==> src/rtl/shift_issue_pipe_pkg.sv <==
// Shared constants and types for the shift issue pipe: datapath width, R-type shift funct codes
// and the decoded shifter control bundle.
package shift_issue_pipe_pkg;

  localparam int unsigned DataW = 32;

  localparam logic [5:0] FUNCT_SLL  = 6'b000000;
  localparam logic [5:0] FUNCT_SRL  = 6'b000010;
  localparam logic [5:0] FUNCT_SRA  = 6'b000011;
  localparam logic [5:0] FUNCT_SLLV = 6'b000100;
  localparam logic [5:0] FUNCT_SRLV = 6'b000110;
  localparam logic [5:0] FUNCT_SRAV = 6'b000111;

  typedef struct packed {
    logic [4:0] sa;
    logic       right;
    logic       arith;
    logic       err;
  } shift_ctrl_t;

endpackage

==> src/rtl/shift_issue_pipe_if.sv <==
// Upstream issue and downstream writeback handshake bundle for the shift issue pipe.
interface shift_issue_pipe_if;
  import shift_issue_pipe_pkg::*;

  logic             in_valid;
  logic             in_ready;
  logic [5:0]       funct;
  logic [4:0]       shamt;
  logic [DataW-1:0] rs_val;
  logic [DataW-1:0] rt_val;
  logic [4:0]       dst;
  logic             out_valid;
  logic             out_ready;
  logic [DataW-1:0] out_data;
  logic [4:0]       out_dst;
  logic             out_err;

  modport master (
    output in_valid, funct, shamt, rs_val, rt_val, dst, out_ready,
    input  in_ready, out_valid, out_data, out_dst, out_err
  );

  modport slave (
    input  in_valid, funct, shamt, rs_val, rt_val, dst, out_ready,
    output in_ready, out_valid, out_data, out_dst, out_err
  );

endinterface

==> src/rtl/SHIFTER_32.sv <==
// 32-bit barrel shifter: left logical, right logical or right arithmetic by Sa.
module SHIFTER_32 (
  input  logic [31:0] X,
  input  logic [4:0]  Sa,
  input  logic        Arith,
  input  logic        Right,
  output logic [31:0] Sh
);

  always_comb begin
    if (!Right) begin
      Sh = X << Sa;
    end else if (Arith) begin
      Sh = 32'($signed(X) >>> Sa);
    end else begin
      Sh = X >> Sa;
    end
  end

endmodule

==> src/rtl/shift_issue_pipe_decode.sv <==
// Combinational decode of an R-type shift funct into shifter controls; non-shifts flag err.
module shift_decode
  import shift_issue_pipe_pkg::*;
(
  input  logic [5:0]  funct,
  input  logic [4:0]  shamt,
  input  logic [4:0]  rs_sa,
  output shift_ctrl_t ctrl
);

  always_comb begin
    ctrl = '0;
    case (funct)
      FUNCT_SLL:  ctrl.sa = shamt;
      FUNCT_SRL:  begin ctrl.sa = shamt; ctrl.right = 1'b1; end
      FUNCT_SRA:  begin ctrl.sa = shamt; ctrl.right = 1'b1; ctrl.arith = 1'b1; end
      FUNCT_SLLV: ctrl.sa = rs_sa;
      FUNCT_SRLV: begin ctrl.sa = rs_sa; ctrl.right = 1'b1; end
      FUNCT_SRAV: begin ctrl.sa = rs_sa; ctrl.right = 1'b1; ctrl.arith = 1'b1; end
      default:    ctrl.err = 1'b1;
    endcase
  end

endmodule

==> src/rtl/shift_issue_pipe.sv <==
// Two-stage shift execute pipe: stage 1 holds decoded operands feeding SHIFTER_32, stage 2 holds
// the result for writeback. Valid/ready on both sides; in_ready is combinational from out_ready.
module shift_issue_pipe
  import shift_issue_pipe_pkg::*;
#(
  parameter int unsigned CNT_W = 16
) (
  input  logic             Clk,
  input  logic             Rst,
  shift_issue_pipe_if.slave bus,
  output logic [CNT_W-1:0] op_count
);

  shift_ctrl_t      dec_ctrl;
  shift_ctrl_t      ctrl1_q;
  logic             v1_q;
  logic [DataW-1:0] x1_q;
  logic [4:0]       dst1_q;
  logic             v2_q;
  logic [DataW-1:0] data2_q;
  logic [4:0]       dst2_q;
  logic             err2_q;
  logic [CNT_W-1:0] cnt_q;
  logic [DataW-1:0] sh;
  logic             adv1;
  logic             in_xfer;
  logic             out_xfer;
  logic             unused_rs_hi;

  shift_decode u_decode (
    .funct (bus.funct),
    .shamt (bus.shamt),
    .rs_sa (bus.rs_val[4:0]),
    .ctrl  (dec_ctrl)
  );

  SHIFTER_32 u_shifter (
    .X     (x1_q),
    .Sa    (ctrl1_q.sa),
    .Arith (ctrl1_q.arith),
    .Right (ctrl1_q.right),
    .Sh    (sh)
  );

  // Variable shift amounts are modulo 32; the upper rs bits are deliberately dropped.
  assign unused_rs_hi = ^bus.rs_val[DataW-1:5];

  assign adv1         = v1_q & (~v2_q | bus.out_ready);
  assign bus.in_ready = ~v1_q | adv1;
  assign in_xfer      = bus.in_valid & bus.in_ready;
  assign out_xfer     = v2_q & bus.out_ready;

  always_ff @(posedge Clk) begin
    if (Rst) begin
      v1_q    <= 1'b0;
      x1_q    <= '0;
      ctrl1_q <= '0;
      dst1_q  <= '0;
    end else if (in_xfer) begin
      v1_q    <= 1'b1;
      x1_q    <= bus.rt_val;
      ctrl1_q <= dec_ctrl;
      dst1_q  <= bus.dst;
    end else if (adv1) begin
      v1_q    <= 1'b0;
    end
  end

  always_ff @(posedge Clk) begin
    if (Rst) begin
      v2_q    <= 1'b0;
      data2_q <= '0;
      dst2_q  <= '0;
      err2_q  <= 1'b0;
    end else if (adv1) begin
      v2_q    <= 1'b1;
      data2_q <= ctrl1_q.err ? '0 : sh;
      dst2_q  <= dst1_q;
      err2_q  <= ctrl1_q.err;
    end else if (out_xfer) begin
      v2_q    <= 1'b0;
    end
  end

  // Counts every completed transfer, err ops included; wraps freely.
  always_ff @(posedge Clk) begin
    if (Rst) begin
      cnt_q <= '0;
    end else if (out_xfer) begin
      cnt_q <= cnt_q + CNT_W'(1);
    end
  end

  assign bus.out_valid = v2_q;
  assign bus.out_data  = data2_q;
  assign bus.out_dst   = dst2_q;
  assign bus.out_err   = err2_q;
  assign op_count      = cnt_q;

endmodule

==> src/flat_wrapper.sv <==
// flat-port wrapper written by rule: the top's interface ports become plain ports
module shift_issue_pipe_flat import shift_issue_pipe_pkg::*;
#(
  parameter int unsigned CNT_W = 16
)
  (Clk, Rst, op_count, bus_in_valid, bus_funct, bus_shamt, bus_rs_val, bus_rt_val, bus_dst, bus_out_ready, bus_in_ready, bus_out_valid, bus_out_data, bus_out_dst, bus_out_err);
  shift_issue_pipe_if bus_i ();
  input  logic Clk;
  input  logic Rst;
  output logic [CNT_W-1:0] op_count;
  input wire logic [$bits(bus_i.in_valid)-1:0] bus_in_valid;
  input wire logic [$bits(bus_i.funct)-1:0] bus_funct;
  input wire logic [$bits(bus_i.shamt)-1:0] bus_shamt;
  input wire logic [$bits(bus_i.rs_val)-1:0] bus_rs_val;
  input wire logic [$bits(bus_i.rt_val)-1:0] bus_rt_val;
  input wire logic [$bits(bus_i.dst)-1:0] bus_dst;
  input wire logic [$bits(bus_i.out_ready)-1:0] bus_out_ready;
  output wire logic [$bits(bus_i.in_ready)-1:0] bus_in_ready;
  output wire logic [$bits(bus_i.out_valid)-1:0] bus_out_valid;
  output wire logic [$bits(bus_i.out_data)-1:0] bus_out_data;
  output wire logic [$bits(bus_i.out_dst)-1:0] bus_out_dst;
  output wire logic [$bits(bus_i.out_err)-1:0] bus_out_err;
  assign bus_i.in_valid = bus_in_valid;
  assign bus_i.funct = bus_funct;
  assign bus_i.shamt = bus_shamt;
  assign bus_i.rs_val = bus_rs_val;
  assign bus_i.rt_val = bus_rt_val;
  assign bus_i.dst = bus_dst;
  assign bus_i.out_ready = bus_out_ready;
  assign bus_in_ready = bus_i.in_ready;
  assign bus_out_valid = bus_i.out_valid;
  assign bus_out_data = bus_i.out_data;
  assign bus_out_dst = bus_i.out_dst;
  assign bus_out_err = bus_i.out_err;
  shift_issue_pipe #(.CNT_W(CNT_W)) u_core (.Clk(Clk), .Rst(Rst), .bus(bus_i), .op_count(op_count));
endmodule
==> config.mk <==
export PLATFORM = sky130hd
export DESIGN_NAME = shift_issue_pipe_flat
export DESIGN_NICKNAME = d
export VERILOG_FILES = /design/src/rtl/shift_issue_pipe_pkg.sv /design/src/rtl/shift_issue_pipe_if.sv /design/src/rtl/SHIFTER_32.sv /design/src/rtl/shift_issue_pipe_decode.sv /design/src/rtl/shift_issue_pipe.sv /design/src/flat_wrapper.sv
export SDC_FILE = /design/constraint.sdc
export NUM_CORES = 1
export LEC_CHECK = 0
export ABC_AREA = 1
export CORE_MARGIN = 3
export CORE_UTILIZATION = 35
export DETAILED_ROUTE_END_ITERATION = 12
export SYNTH_ARGS = -nofsm -noshare
export SYNTH_HDL_FRONTEND = slang
export SYNTH_SLANG_ARGS = --single-unit
==> constraint.sdc <==
create_clock -name Clk -period 2.8 [get_ports Clk]
set_input_delay 0.28 -clock Clk [delete_from_list [all_inputs] [get_ports Clk]]
set_output_delay 0.28 -clock Clk [all_outputs]
set_load 0.02 [all_outputs]
## Word-level counts from Yosys, hierarchy flattened

Index checks and enable logic that the tools add are counted.
Widths: inputs -> output; s select.

- Flip-flop bits (word level): 101
- Output and inout port bits: 56
- Word-level logic and storage cells: 47

- Add/sub/neg operators: 1
- Eq/ne operators: 5
- Shift-type cells: 3
- Mux-type cells: 11
- Bitwise logic cells: 7
- Reduce and logical (&&, ||, !) cells: 8

Operators with widths:

| kind | count |
|---|---|
| $mux 32 | 3 |
| $shl 32x5->32 | 1 |
| $shr 32x5->32 | 1 |
| $sshr 32x5->32 | 1 |
| $eq 6x3->1 const B | 3 |
| $add 16x1->16 const B | 1 |
| $eq 6x2->1 const B | 2 |
| $pmux 5 s2 | 1 |
| $mux 1 | 7 |
| $logic_not 6->1 | 1 |
| $reduce_or 3->1 | 2 |
| $reduce_or 6->1 | 1 |
| $reduce_bool 2->1 | 2 |
| $reduce_or 4->1 | 1 |
| $and 1x1->1 | 3 |
| $not 1->1 | 2 |
| $or 1x1->1 | 2 |
| $reduce_or 2->1 | 1 |

## Depth between registers and ports, before layout

- Depth in word-level cells: 6
- Depth in mapped cells: 17

## By module

From an unflattened synthesis, not the netlist that was laid out.

- Cell total of the unflattened synthesis: 1271
- Area, all modules: 7459.7 um2

Modules (own cells, without submodules):

| module | times used | cells an instance | area an instance (um2) | seq. area each (um2) |
|---|---|---|---|---|
| shift_issue_pipe | 1 | 458 | 3716.1 | 2021.9 |
| SHIFTER_32 | 1 | 785 | 3599.7 | 0.0 |
| shift_decode | 1 | 28 | 143.9 | 0.0 |

## Worst setup path before layout

Ideal clock, no wire load.

- Path kind: register to register
- Start: reg u_core.cnt_q[1], in the netlist u_core.op_count[1]
- End: reg u_core.cnt_q[12], in the netlist u_core.op_count[12]
- Setup time: 0.119 ns
- Arrival: 1.708 ns
- Path slack: 0.972 ns
- Cell stages (with the launch flop): 10
- Clock period less this slack: 1.828 ns
- Cell sequence: dfxtp_1 ha_1 inv_1 nor2_2 nand4_1 nor2_1 nand3_1 or2_2 o21ai_0 a21oi_1

- Word-level cells in the longest chain between the ends: 1

RTL lines:

| item | line | source |
|---|---|---|
| start, declared | shift_issue_pipe.sv:23 | `logic [CNT_W-1:0] cnt_q;` |
| start signal, assigned | shift_issue_pipe.sv:90 | `cnt_q <= cnt_q + CNT_W'(1);` |
| $add 16x1->16 | shift_issue_pipe.sv:90 |  |

Every way passes these cells.
A chain may end at the register's enable or synchronous reset.

## Final worst setup path

- Start: reg u_core.ctrl1_q[3] (netlist bit)
- End: reg u_core.data2_q[18], in the netlist u_core.bus.out_data[18]

- Word-level cells in the longest chain between the ends: 4
- Elaborated cells on any way between the ends: 6

RTL lines:

| item | line | source |
|---|---|---|
| start, declared | shift_issue_pipe.sv:15 | `shift_ctrl_t ctrl1_q;` |
| start signal, assigned | shift_issue_pipe.sv:62 | `ctrl1_q <= dec_ctrl;` |
| $shr 32x5->32 / $sshr 32x5->32 (equally long branches) | SHIFTER_32.sv:16, SHIFTER_32.sv:14 |  |
| $mux 32 | SHIFTER_32.sv:13 | `end else if (Arith) begin` |
| $mux 32 * | SHIFTER_32.sv:11 | `if (!Right) begin` |
| $mux 32 * | shift_issue_pipe.sv:77 | `data2_q <= ctrl1_q.err ? '0 : sh;` |
| end signal, assigned | shift_issue_pipe.sv:77 |  |
| end, declared | shift_issue_pipe.sv:20 | `logic [DataW-1:0] data2_q;` |

Mark *: on every way between the ends. The rest lies on a longest branch, timed or not.

==> run_results.csv <==
group,metric,value,unit
die,core-area,20400,um^2
critical_path,crit_path_end_kind,"flop",
cells_and_area,num-nets-final,1391,
die,floorplan.rows,52,
cells_and_area,drive_gt1_share,5.72,%
die,die_width,150,um
synth,syn_avg_cell_area,5.87,um^2
synth,synth_seq_cells,101,
critical_path,reg2reg_to,"u_core.bus.out_data[18]$_SDFFE_PP0P_",
power_and_ir_drop,p_sw_share,35.8,%
placed_design,gp_congestion,0.975,
cells_and_area,n_antenna_cell,0,
timing,setup_tns,0,ps
timing,fin_skew,11.1,ps
timing,finalCriticalPeriod,2250,ps
timing,period_share,80.5,%
power_and_ir_drop,p_clk_share,30.9,%
synth,ys_seq_area_share,27.7,%
critical_path,reg2reg_from,"u_core.ctrl1_q[3]$_SDFFE_PP0P_",
timing,hold_viol,0,
critical_path,worstSetupPathType,"reg2reg",
placed_design,port-buffer-count,112,
grt,grt_overflow,0,
grt,grt_max_degree,65,
timing,final_max_slew_viol_count,0,
synth,synth_area_leaders,"dfxtp_1 (28%), nand2_1 (21%), nand3_1 (10%)",
detailed_routing,vias,8286,
cells_and_area,syn_to_final_growth,21.9,%
critical_path,worstPathMaxFanout,46,
worst_hold_path,min_path_cells,2,
job,drv_cap,0,
placed_design,post-dp-hpwl,19.4,mm
synth,synth_top_cell_area_share,27.7,%
clock_tree,cts_buffers,9,
clock_tree,cts.htree.levels,3,
die,io_pins,140,
power_and_ir_drop,p_sw,1.42,mW
power_and_ir_drop,pwr-share-seq,39.6,%
synth,synth_xor_area_share,0.120,%
detailed_routing,wl_per_cell,16.0,um
grt,grt_usage,22.5,%
timing,fmax,444,MHz
detailed_routing,antenna_left,0,
clock_tree,cts_num_sinks,101,
clock_tree,cts_buffer_depth,2,
power_and_ir_drop,power_density,447,nW/um^2
detailed_routing,first_iter_violations,794,
die,fp.dieH,150,um
timing,rsz0062_at_grt,"no",
detailed_routing,drc_errors,0,
synth,netlist_instances,1243,
grt,grt_pass1_wl,40.1,mm
critical_path,cp.required,3090,ps
power_and_ir_drop,power_frac_comb,29.5,%
run_status,outcome,"finished, final reports clean",
clock_tree,cts.clk_slew.worst_paths,80,ps
clock_tree,cts_resized,0,
timing,setup_viol,0,
power_and_ir_drop,total_power,3.97,mW
power_and_ir_drop,ir_drop,0.280,mV
clock_tree,clk_latency,360,ps
synth,synth-simple-area-share,40.0,%
synth,synth_edf_count,0,
synth,async_reset_ff_share,0,%
synth,ys_warn_count,0,
timing,slew_headroom,25.2,%
grt,antenna_found_initial,0,
clock_tree,tritoncts,"built",
synth,ys_types,40,
synth,syn_nets,1328,
synth,synthAdderAreaFrac,0.172,%
synth,yosys-top-cells-count,"nand2_1 (415), nand3_1 (148), dfxtp_1 (101), nor2_1 (98), o21ai_0 (96)",
power_and_ir_drop,power.internal,2.55,mW
synth,yosysMostFrequentCell,"nand2_1",
detailed_routing,drtPass1Iterations,5,
critical_path,r2r_cells,11,
die,start_util,35.8,%
power_and_ir_drop,power.leakage,3.75,nW
clock_tree,post_cts_buffers,0,
synth,synth-compound-area-share,22.2,%
detailed_routing,viasPerCell,5.24,
worst_hold_path,hold_start,"u_core.bus.out_data[10]$_SDFFE_PP0P_",
timing,worstMarginPinSlew,1120,ps
critical_path,ff2ff_setup_slack,550,ps
clock_tree,root_buffer,"clkbuf_16",
synth,synth_top_family_by_area,"simple AND/OR/NAND/NOR gates",
clock_tree,ctsHoldBuffers,0,
critical_path,worstPathArrival,2540,ps
die,dieArea,22600,um^2
detailed_routing,wirelength,25.3,mm
grt,grt_pass1_vias,7511,
synth,netlist_area,7290,um^2
synth,synth-main-ff-cell,"dfxtp_1",
synth,synth.area.mux_share,0.274,%
critical_path,startpoint_type,"flop",
worst_hold_path,hold_end,"u_core.bus.out_data[10]$_SDFFE_PP0P_",
worst_hold_path,hp-class,"reg2reg",
synth,synth_largest_area_cell,"dfxtp_1",
## metal layers
metal / share of wire, % / vias up / global-route usage [%] / routed length [um]
met2: 45 / 282 / 35.0 / 11400
met3: 6.0 / 42 / 3.34 / 1510
met4: 3.3 / 0 / 8.23 / 825
met1: 46 / 3702 / 31.6 / 11500
met5: 0 / - / 0 / 0
li1: - / 4260 / - / -
## cells by family (layout without fill, tap and decap cells)
| family | count (synthesis) | count (layout) |
|---|---|---|
| adders and majority gates | 1 | 1 |
| and+or+nand+nor | 699 | 699 |
| AOI/OAI and AO/OA | 283 | 283 |
| DFF | 101 | 101 |
| muxes | 2 | 2 |
| buffers and inverters | 156 | 224 |
| xor gates and xnor gates | 1 | 1 |
## placed cells by master (no fill, tap or decap), types with 3 or more instances in the layout
cell             netlist  final
o211ai_1              38     38
dfxtp_1              101     97
nor2_1                98     98
nand2_2                6      7
a21oi_2                3      3
buf_12                 0      5
inv_1                 63     63
nor3_1                 5      5
nand3_1              148    148
and2_1                 5      5
o21ai_1               30     30
a31oi_1                9      9
nand2_1              415    414
o21a_1                11     11
nand4_1                7      7
o21ai_0               96     96
clkbuf_16              0      9
a21oi_1               84     84
inv_2                  3      3
dfxtp_2                0      4
buf_4                  4     24
nor2_2                 4      4
clkdlybuf4s50_1        0    112
a221o_1                5      5
## state kept, by name, summed over array words and instances, names as in the netlist
name and flops:
u_core.bus.out_valid 1, u_core.ctrl1_q 8, u_core.bus.out_err 1, u_core.op_count 16
u_core.dst1_q 5, u_core.bus.out_data 32, u_core.bus.out_dst 5, u_core.v1_q 1
u_core.x1_q 32
## stage by stage
stage / cell area (um^2) / utilization (%) / worst slack (ps) / hold WS (ps) / cells
after CTS: 8890 / 43.6 / 588 / 467 / 1581
after global placement: 8600 / 42.2 / 596 / 455 / 1565
after floorplan: 7290 / - / 972 / 447 / 1243
after detailed placement: 8600 / 42.2 / 590 / 456 / 1565
after global routing: 8890 / 43.6 / 345 / 487 / 1581
final: 8890 / 43.6 / 546 / 466 / 1581
## worst max-delay path, stage by stage, from the launching register on
cell	delay [ps]
dfxtp_2	550
buf_12	250
nand2_1	70
inv_1	70
a21oi_1	50
o21ai_0	400
nand2_1	130
nand3_1	130
o211ai_1	120
nand3_1	180
nand2_1	80
a21oi_1	140
## power groups by stage
stage                     Combinational (mW)  Sequential [mW]  Clock (mW)
final                                   1.17             1.57        1.23
after detailed placement                1.16             1.60           0
after global placement                  1.16             1.60           0
after CTS                               1.17             1.57        1.27
after floorplan                        0.734             1.61           0
after global routing                    1.30             1.58        1.32
## how the worst max path moves through the flow
stage | from | endpoint | slack, ps | cells after the start
2_1_floorplan | u_core.op_count[1]$_SDFFE_PP0P_ | u_core.op_count[12]$_SDFFE_PP0P_ | 970 | 9
3_3_place_gp | bus_out_ready | u_core.op_count[15]$_SDFFE_PP0P_ | 600 | 12
3_5_place_dp | bus_out_ready | u_core.op_count[15]$_SDFFE_PP0P_ | 590 | 12
4_1_cts | u_core.ctrl1_q[3]$_SDFFE_PP0P_ | u_core.bus.out_data[16]$_SDFFE_PP0P_ | 590 | 13
5_1_grt | u_core.ctrl1_q[3]$_SDFFE_PP0P_ | u_core.bus.out_data[20]$_SDFFE_PP0P_ | 350 | 11
6_report | u_core.ctrl1_q[3]$_SDFFE_PP0P_ | u_core.bus.out_data[18]$_SDFFE_PP0P_ | 550 | 11
## layout make-up
class | instances | area, um^2
Fill cell | 2242 | 11500
Clock buffer | 9 | 225
Clock inverter | 7 | 66.3
Tap cell | 270 | 338
Inverter | 67 | 254
Sequential cell | 101 | 2030
Timing Repair Buffer | 141 | 1400
Multi-Input combinational cell | 986 | 4580
No activity file was read; power rests on OpenSTA's default activity.
